$ cat src/rtl/cube_pkg.sv
// Shared constants and state types for the 8x8x8 LED cube scan driver.
package cube_pkg;

    localparam int CUBE_LAYERS = 8;
    localparam int LAYER_BITS  = 64;
    localparam int FRAME_BITS  = 512;
    localparam int LAYER_IDX_W = $clog2(CUBE_LAYERS);
    localparam int LAYER_SH_W  = $clog2(LAYER_BITS);

    localparam logic [LAYER_IDX_W-1:0] LAST_LAYER = LAYER_IDX_W'(CUBE_LAYERS - 1);

    typedef enum logic [1:0] {
        ST_IDLE,
        ST_SHIFT,
        ST_LATCH,
        ST_DWELL
    } scan_state_e;

    typedef enum logic [1:0] {
        SH_IDLE,
        SH_SHIFT,
        SH_LATCH
    } shift_state_e;

    function automatic logic [CUBE_LAYERS-1:0] layer_onehot(input logic [LAYER_IDX_W-1:0] l);
        logic [CUBE_LAYERS-1:0] oh;
        oh    = '0;
        oh[l] = 1'b1;
        return oh;
    endfunction

endpackage

$ cat src/rtl/hc595_shifter.sv
// Serialises one 64-bit layer MSB first into a 74HC595 chain, then pulses the storage latch.
module hc595_shifter
    import cube_pkg::*;
#(
    parameter int CLK_DIV = 4
)
(
    input  logic                  clk,
    input  logic                  rst,
    input  logic                  abort,
    input  logic                  start,
    input  logic [LAYER_BITS-1:0] data,
    output logic                  busy,
    output logic                  shift_end,
    output logic                  done,
    output logic                  ser,
    output logic                  srclk,
    output logic                  rclk
);

    localparam int CW = (CLK_DIV > 1) ? $clog2(CLK_DIV) : 1;
    localparam logic [CW-1:0] CYC_LAST = CW'(CLK_DIV - 1);
    localparam logic [LAYER_SH_W-1:0] BIT_LAST = LAYER_SH_W'(LAYER_BITS - 1);

    shift_state_e            st_q, st_d;
    logic [CW-1:0]           cyc_q, cyc_d;
    logic [LAYER_SH_W-1:0]   bit_q, bit_d;
    logic [LAYER_BITS-1:0]   sreg_q, sreg_d;
    logic                    ser_q, ser_d;
    logic                    srclk_q, srclk_d;
    logic                    rclk_q, rclk_d;
    logic                    cyc_last;

    assign cyc_last = (cyc_q == CYC_LAST);

    always_comb begin
        st_d      = st_q;
        cyc_d     = cyc_q;
        bit_d     = bit_q;
        sreg_d    = sreg_q;
        ser_d     = ser_q;
        srclk_d   = srclk_q;
        rclk_d    = rclk_q;
        shift_end = 1'b0;
        done      = 1'b0;
        if (abort) begin
            st_d    = SH_IDLE;
            cyc_d   = '0;
            bit_d   = '0;
            ser_d   = 1'b0;
            srclk_d = 1'b0;
            rclk_d  = 1'b0;
        end else begin
            case (st_q)
                SH_IDLE: begin
                    if (start) begin
                        st_d    = SH_SHIFT;
                        sreg_d  = data;
                        ser_d   = data[LAYER_BITS-1];
                        srclk_d = 1'b0;
                        cyc_d   = '0;
                        bit_d   = '0;
                    end
                end
                SH_SHIFT: begin
                    if (!cyc_last) begin
                        cyc_d = cyc_q + 1'b1;
                    end else begin
                        cyc_d = '0;
                        if (!srclk_q) begin
                            srclk_d = 1'b1;
                        end else if (bit_q == BIT_LAST) begin
                            // Last bit clocked in: go straight into the latch pulse.
                            shift_end = 1'b1;
                            st_d      = SH_LATCH;
                            srclk_d   = 1'b0;
                            rclk_d    = 1'b1;
                            ser_d     = 1'b0;
                        end else begin
                            sreg_d  = {sreg_q[LAYER_BITS-2:0], 1'b0};
                            ser_d   = sreg_q[LAYER_BITS-2];
                            srclk_d = 1'b0;
                            bit_d   = bit_q + 1'b1;
                        end
                    end
                end
                SH_LATCH: begin
                    if (!cyc_last) begin
                        cyc_d = cyc_q + 1'b1;
                    end else begin
                        cyc_d  = '0;
                        rclk_d = 1'b0;
                        done   = 1'b1;
                        st_d   = SH_IDLE;
                    end
                end
                default: st_d = SH_IDLE;
            endcase
        end
    end

    always_ff @(posedge clk) begin
        if (!rst) begin
            st_q    <= SH_IDLE;
            cyc_q   <= '0;
            bit_q   <= '0;
            sreg_q  <= '0;
            ser_q   <= 1'b0;
            srclk_q <= 1'b0;
            rclk_q  <= 1'b0;
        end else begin
            st_q    <= st_d;
            cyc_q   <= cyc_d;
            bit_q   <= bit_d;
            sreg_q  <= sreg_d;
            ser_q   <= ser_d;
            srclk_q <= srclk_d;
            rclk_q  <= rclk_d;
        end
    end

    assign busy  = (st_q != SH_IDLE);
    assign ser   = ser_q;
    assign srclk = srclk_q;
    assign rclk  = rclk_q;

endmodule

$ cat src/rtl/cube_scan_driver.sv
// Double-buffered layer scanner for an 8x8x8 LED cube driven through a 74HC595 chain.
module cube_scan_driver
    import cube_pkg::*;
#(
    parameter int CLK_DIV = 4,
    parameter int DWELL   = 10000
)
(
    input  logic                   clk,
    input  logic                   rst,
    input  logic                   en,
    input  logic [FRAME_BITS-1:0]  frame_cube_flat,
    input  logic                   frame_valid,
    output logic                   ser,
    output logic                   srclk,
    output logic                   rclk,
    output logic [CUBE_LAYERS-1:0] layer_sel,
    output logic                   frame_done
);

    localparam int DCW = (DWELL > 1) ? $clog2(DWELL) : 1;
    localparam logic [DCW-1:0] DWELL_LAST = DCW'(DWELL - 1);

    scan_state_e                 state_q, state_d;
    logic [LAYER_IDX_W-1:0]      layer_q, layer_d;
    logic [DCW-1:0]              dwell_q, dwell_d;
    logic [CUBE_LAYERS-1:0]      layer_sel_q, layer_sel_d;
    logic                        frame_done_q, frame_done_d;
    logic                        pending_q, pending_d;
    logic [FRAME_BITS-1:0]       shadow_q, shadow_d;
    logic [FRAME_BITS-1:0]       active_q, active_d;

    logic                        swap;
    logic                        sh_start;
    logic                        sh_busy;
    logic                        sh_shift_end;
    logic                        sh_done;
    logic [FRAME_BITS-1:0]       scan_src;
    logic [LAYER_IDX_W+LAYER_SH_W-1:0] layer_base;
    logic [LAYER_BITS-1:0]       sh_data;

    always_comb begin
        state_d      = state_q;
        layer_d      = layer_q;
        dwell_d      = dwell_q;
        layer_sel_d  = layer_sel_q;
        frame_done_d = 1'b0;
        swap         = 1'b0;
        sh_start     = 1'b0;
        if (!en) begin
            state_d     = ST_IDLE;
            layer_d     = '0;
            dwell_d     = '0;
            layer_sel_d = '0;
        end else begin
            case (state_q)
                ST_IDLE: begin
                    layer_sel_d = '0;
                    if (!sh_busy) begin
                        state_d  = ST_SHIFT;
                        layer_d  = '0;
                        sh_start = 1'b1;
                    end
                end
                // The previous layer stays lit while the next one shifts in.
                ST_SHIFT: begin
                    if (sh_shift_end) begin
                        state_d     = ST_LATCH;
                        layer_sel_d = '0;
                    end
                end
                ST_LATCH: begin
                    if (sh_done) begin
                        state_d     = ST_DWELL;
                        dwell_d     = '0;
                        layer_sel_d = layer_onehot(layer_q);
                    end
                end
                ST_DWELL: begin
                    if (dwell_q == DWELL_LAST) begin
                        state_d  = ST_SHIFT;
                        dwell_d  = '0;
                        layer_d  = layer_q + 1'b1;
                        sh_start = 1'b1;
                        if (layer_q == LAST_LAYER && pending_q) begin
                            swap         = 1'b1;
                            frame_done_d = 1'b1;
                        end
                    end else begin
                        dwell_d = dwell_q + 1'b1;
                    end
                end
                default: state_d = ST_IDLE;
            endcase
        end

        // A frame arriving on the swap edge lands in shadow and stays pending.
        pending_d = frame_valid | (pending_q & ~swap);
        shadow_d  = frame_valid ? frame_cube_flat : shadow_q;
        active_d  = swap ? shadow_q : active_q;

        scan_src   = swap ? shadow_q : active_q;
        layer_base = {layer_d, {LAYER_SH_W{1'b0}}};
        sh_data    = scan_src[layer_base +: LAYER_BITS];
    end

    always_ff @(posedge clk) begin
        if (!rst) begin
            state_q      <= ST_IDLE;
            layer_q      <= '0;
            dwell_q      <= '0;
            layer_sel_q  <= '0;
            frame_done_q <= 1'b0;
            pending_q    <= 1'b0;
            shadow_q     <= '0;
            active_q     <= '0;
        end else begin
            state_q      <= state_d;
            layer_q      <= layer_d;
            dwell_q      <= dwell_d;
            layer_sel_q  <= layer_sel_d;
            frame_done_q <= frame_done_d;
            pending_q    <= pending_d;
            shadow_q     <= shadow_d;
            active_q     <= active_d;
        end
    end

    hc595_shifter #(
        .CLK_DIV (CLK_DIV)
    ) u_shifter (
        .clk       (clk),
        .rst       (rst),
        .abort     (~en),
        .start     (sh_start),
        .data      (sh_data),
        .busy      (sh_busy),
        .shift_end (sh_shift_end),
        .done      (sh_done),
        .ser       (ser),
        .srclk     (srclk),
        .rclk      (rclk)
    );

    assign layer_sel  = layer_sel_q;
    assign frame_done = frame_done_q;

endmodule

$ cat config.mk
export PLATFORM = sky130hd
export DESIGN_NAME = cube_scan_driver
export DESIGN_NICKNAME = d
export VERILOG_FILES = /design/src/rtl/cube_pkg.sv /design/src/rtl/hc595_shifter.sv /design/src/rtl/cube_scan_driver.sv
export SDC_FILE = /design/constraint.sdc
export NUM_CORES = 2
export LEC_CHECK = 0
export CORE_AREA = 5 5 298 300
export DETAILED_ROUTE_END_ITERATION = 8
export DIE_AREA = 0 0 303 305
export PLACE_DENSITY = 0.8
export SYNTH_ARGS = -nofsm -noshare
export SYNTH_HDL_FRONTEND = slang
export SYNTH_SLANG_ARGS = --single-unit
$ cat constraint.sdc
create_clock -name clk -period 3.34 [get_ports clk]
set_clock_uncertainty 0.05 [all_clocks]
set_input_delay 0.668 -clock clk [delete_from_list [all_inputs] [get_ports clk]]
set_output_delay 0.668 -clock clk [all_outputs]
set_load 0.1 [all_outputs]
==> flow_results.xml <==
<?xml version="1.0" encoding="UTF-8"?>
<metrics>
  <group name="route">
    <metric name="vias" unit="">45156</metric>
    <metric name="route.detailed.wl_per_inst" unit="um">20.0</metric>
    <metric name="route.final.wire_length" unit="mm">155</metric>
    <metric name="first_pass_iters" unit="">8</metric>
    <metric name="detailedRoute.firstIterationViolations" unit="">5062</metric>
    <metric name="drtAntennaViolNets" unit="">0</metric>
    <metric name="vias_per_cell" unit="">5.83</metric>
    <metric name="remaining_drc_errors" unit="">0</metric>
  </group>
  <group name="grt">
    <metric name="grt_pass1_vias" unit="">42575</metric>
    <metric name="grt_use_total" unit="%">31.3</metric>
    <metric name="grt_pass1_wl" unit="mm">234</metric>
    <metric name="grt_max_degree" unit="">179</metric>
    <metric name="globalRouteOverflowTotal" unit="">0</metric>
    <metric name="grt_antenna_before_repair" unit="">59</metric>
  </group>
  <group name="clock_network">
    <metric name="clock_tree.htree_level_count" unit="">3</metric>
    <metric name="clock_sink_count" unit="">1129</metric>
    <metric name="clockBufferDepth" unit="">3</metric>
    <metric name="cts_tree" unit="">yes</metric>
    <metric name="cts.root.buffer_cell" unit="">sky130_fd_sc_hd__clkbuf_16</metric>
    <metric name="cts.clk_slew.worst_paths" unit="ns">0.06</metric>
    <metric name="cts-buffers-inserted" unit="">113</metric>
    <metric name="clock_latency_at_the_later_pin_of_the_worst_skew_pair" unit="ns">0.67</metric>
  </group>
  <group name="placement">
    <metric name="gp_congestion" unit="">0.931</metric>
    <metric name="place_worst_setup_slack" unit="ns">-0.0296</metric>
    <metric name="placement.io_buffers" unit="">527</metric>
    <metric name="dp_hpwl" unit="mm">101</metric>
  </group>
  <group name="final_layout">
    <metric name="multi_input_area" unit="sq um">23600</metric>
    <metric name="seqCellArea" unit="sq um">22600</metric>
    <metric name="commonest_cells_after_routing_fill_and_taps_aside" unit="">sky130_fd_sc_hd__nand2_1, sky130_fd_sc_hd__dfxtp_1, sky130_fd_sc_hd__nor2_1, sky130_fd_sc_hd__a21oi_1, sky130_fd_sc_hd__mux2i_1</metric>
    <metric name="area_delta_synth_final" unit="%">22.5</metric>
    <metric name="layout.cells.most_common" unit="">sky130_fd_sc_hd__nand2_1</metric>
    <metric name="fill_cell_total_of_the_finished_layout" unit="">6903</metric>
    <metric name="number_of_nets_in_the_layout" unit="">6974</metric>
    <metric name="drive_above_1_share" unit="%">6.90</metric>
  </group>
  <group name="yosys">
    <metric name="synthesis.area" unit="sq um">48400</metric>
    <metric name="syn-instance-count" unit="">6122</metric>
    <metric name="yosys.area_share.adder" unit="%">0.336</metric>
    <metric name="seq_total_area_yosys" unit="%">46.7</metric>
    <metric name="post_synth_mux_area_share" unit="%">11.0</metric>
    <metric name="dominant_combinational_cell_family_by_area_after_synthesis" unit="">simple AND/OR/NAND/NOR gates</metric>
    <metric name="ys.warnings.count" unit="">0</metric>
    <metric name="ys_dominant_reg_cell" unit="">sky130_fd_sc_hd__dfxtp_1</metric>
    <metric name="yosysUniqueCellTypes" unit="">74</metric>
    <metric name="synth_xor_xnor_area_share" unit="%">0.308</metric>
    <metric name="ys_ff_latch" unit="">1129</metric>
    <metric name="synth_simple_gate_area_share" unit="%">24.5</metric>
    <metric name="synth-async-reset-ratio" unit="%">0</metric>
    <metric name="synth-compound-area-share" unit="%">12.3</metric>
    <metric name="syn_nets" unit="">6651</metric>
    <metric name="synth-edff-count" unit="">0</metric>
    <metric name="avgSynthCellArea" unit="sq um">7.90</metric>
  </group>
  <group name="job">
    <metric name="max_cap_viol_count" unit="">0</metric>
  </group>
  <group name="floorplan">
    <metric name="floorplan.die_area" unit="sq um">92400</metric>
    <metric name="die_width" unit="um">303</metric>
    <metric name="pin_count" unit="">528</metric>
    <metric name="coreArea" unit="sq um">85900</metric>
    <metric name="placementRows" unit="">108</metric>
    <metric name="initial_utilization" unit="%">56.3</metric>
    <metric name="fp.dieH" unit="um">305</metric>
  </group>
  <group name="worst_setup_path">
    <metric name="timing.critical_path.to_type" unit="">register</metric>
    <metric name="worstSetupStartpointType" unit="">register</metric>
    <metric name="crit_path_max_fanout" unit="">25</metric>
    <metric name="worstSetupPathType" unit="">register to register</metric>
    <metric name="critical_path_arrival" unit="ns">3.68</metric>
    <metric name="crit_required" unit="ns">3.80</metric>
  </group>
  <group name="min_path">
    <metric name="min_path_type" unit="">register to register</metric>
  </group>
  <group name="run_status">
    <metric name="run_status" unit="">finished clean</metric>
  </group>
  <group name="timing">
    <metric name="timing_worst_slew_pin_value" unit="ns">0.931</metric>
    <metric name="minimum_clock_period" unit="ns">3.23</metric>
    <metric name="finalHoldViolations" unit="">0</metric>
    <metric name="final_max_slew_viol_count" unit="">0</metric>
    <metric name="finalCritPeriodShare" unit="%">96.6</metric>
    <metric name="setup_tns" unit="ns">0</metric>
    <metric name="slew-limit-headroom" unit="%">38.0</metric>
    <metric name="max_clock_freq" unit="MHz">310</metric>
    <metric name="final.setup.worst_slack" unit="ns">0.113</metric>
    <metric name="timing.final.setup_violations" unit="">0</metric>
  </group>
  <group name="power_and_ir_drop">
    <metric name="power_density" unit="nW/um^2">507</metric>
    <metric name="leakage" unit="uW">0.0222</metric>
    <metric name="peakVddDrop" unit="mV">0.513</metric>
  </group>
</metrics>
==> kinds of logic (layout without fill, tap and decap cells) <==
group                    after synthesis  in the layout
multiplexers                         527            527
other                                  0             56
buffers and inverters                517            930
XOR/XNOR                              17             17
AND/OR/NAND/NOR                     2925           2927
flip-flops                          1129           1129
AO/OA/AOI/OAI                        994            994
adder cells (fa/ha/maj)               13             13
==> per-layer routing <==
metal,GRT usage [%],vias to the layer above,share of wire [%]
met5,0,-,0.022
met4,22.0,4,6.9
met3,4.92,446,7.6
met2,50.4,2043,47
met1,38.3,21311,38
li1,-,21352,-
==> through the flow <==
stage          cells  util [%]  area (sq um)  hold WS [ns]  total power, uW
2_1_floorplan   6122         -         48400         0.379            15400
3_3_place_gp    7468      63.6         54700         0.387            16500
3_5_place_dp    7468      63.6         54700         0.393            16500
4_1_cts         7677      68.4         58800         0.402            30200
5_1_grt         7746      68.9         59300         0.414            30900
6_report        7748      68.9         59300         0.400            30100
==> critical path: stages (launching register included) <==
cell and delay, ns:
sky130_fd_sc_hd__dfxtp_1 0.38, sky130_fd_sc_hd__inv_1 0.08, sky130_fd_sc_hd__ha_1 0.23, sky130_fd_sc_hd__nor2b_1 0.19
sky130_fd_sc_hd__or2_1 0.22, sky130_fd_sc_hd__a211o_1 0.26, sky130_fd_sc_hd__nand3_4 0.23, sky130_fd_sc_hd__buf_12 0.24
sky130_fd_sc_hd__or3_4 0.41, sky130_fd_sc_hd__buf_12 0.20, sky130_fd_sc_hd__o2111ai_1 0.39, sky130_fd_sc_hd__o32ai_1 0.15
==> flip-flops by register name, summed over array words and instances, names as in the netlist, 2 cells and up <==
| name | flops |
|---|---|
| active_q | 512 |
| dwell_q | 14 |
| layer_q | 3 |
| layer_sel | 8 |
| shadow_q | 512 |
| state_q | 2 |
| u_shifter.bit_q | 6 |
| u_shifter.cyc_q | 2 |
| u_shifter.sreg_q | 63 |
| u_shifter.st_q | 2 |
==> Yosys cell counts, types with 12 or more instances <==
cell / n / share of area [%]
sky130_fd_sc_hd__a2111oi_0: 12 / 0.22
sky130_fd_sc_hd__a21oi_1: 680 / 7.0
sky130_fd_sc_hd__a32oi_1: 14 / 0.25
sky130_fd_sc_hd__a41o_1: 24 / 0.50
sky130_fd_sc_hd__a41oi_1: 49 / 0.89
sky130_fd_sc_hd__and3_1: 60 / 0.78
sky130_fd_sc_hd__buf_1: 42 / 0.33
sky130_fd_sc_hd__buf_2: 215 / 2.2
sky130_fd_sc_hd__clkbuf_1: 235 / 1.8
sky130_fd_sc_hd__dfxtp_1: 1129 / 47
sky130_fd_sc_hd__ha_1: 13 / 0.34
sky130_fd_sc_hd__mux2i_1: 520 / 11
sky130_fd_sc_hd__nand2_1: 1703 / 13
sky130_fd_sc_hd__nand3_1: 363 / 3.8
sky130_fd_sc_hd__nand4_1: 32 / 0.41
sky130_fd_sc_hd__nor2_1: 721 / 5.6
sky130_fd_sc_hd__o2111ai_1: 50 / 0.91
sky130_fd_sc_hd__o21ai_0: 67 / 0.69
sky130_fd_sc_hd__o32a_1: 12 / 0.25
sky130_fd_sc_hd__o32ai_1: 49 / 0.89
sky130_fd_sc_hd__xor2_1: 13 / 0.24
==> what timing repair did <==
item,in CTS,in global routing
setup buffers,0,10
endpoints found under the setup margin,2,123
gates cloned,2,6
gates resized for setup,2,19
pin swaps,1,8
hold buffers,0,0
==> worst paths after layout <==
kind / from / end / slack (ns) / cells after the start
max: u_shifter.st_q[0]$_SDFFE_PN0P_ / u_shifter.sreg_q[46]$_SDFFE_PN0P_ / 0.11 / 11
min: active_q[49]$_SDFF_PN0_ / active_q[49]$_SDFF_PN0_ / 0.40 / 2
max reg2reg: u_shifter.st_q[0]$_SDFFE_PN0P_ / u_shifter.sreg_q[46]$_SDFFE_PN0P_ / 0.11 / 11
min reg2reg: active_q[49]$_SDFF_PN0_ / active_q[49]$_SDFF_PN0_ / 0.40 / 2
==> cell type report <==
cell class / instances / area share (%)
Tap cell: 1155 / 2.44
Multi-Input combinational cell: 4478 / 39.9
Timing Repair Buffer: 713 / 12.3
Clock buffer: 157 / 5.67
Inverter: 10 / 0.0760
Clock inverter: 50 / 1.24
Sequential cell: 1129 / 38.1
Antenna cell: 56 / 0.236
==> report_power, final <==
| part | total [uW] | leakage, uW | switching (uW) | internal [uW] |
|---|---|---|---|---|
| registers | 14200 | 0.00920 | 374 | 13900 |
| logic | 2030 | 0.0110 | 971 | 1060 |
| clock network | 13800 | 0.00202 | 5430 | 8380 |
| total | 30100 | 0.0222 | 6780 | 23300 |
Note: power is estimated with default switching activity, not from simulation.
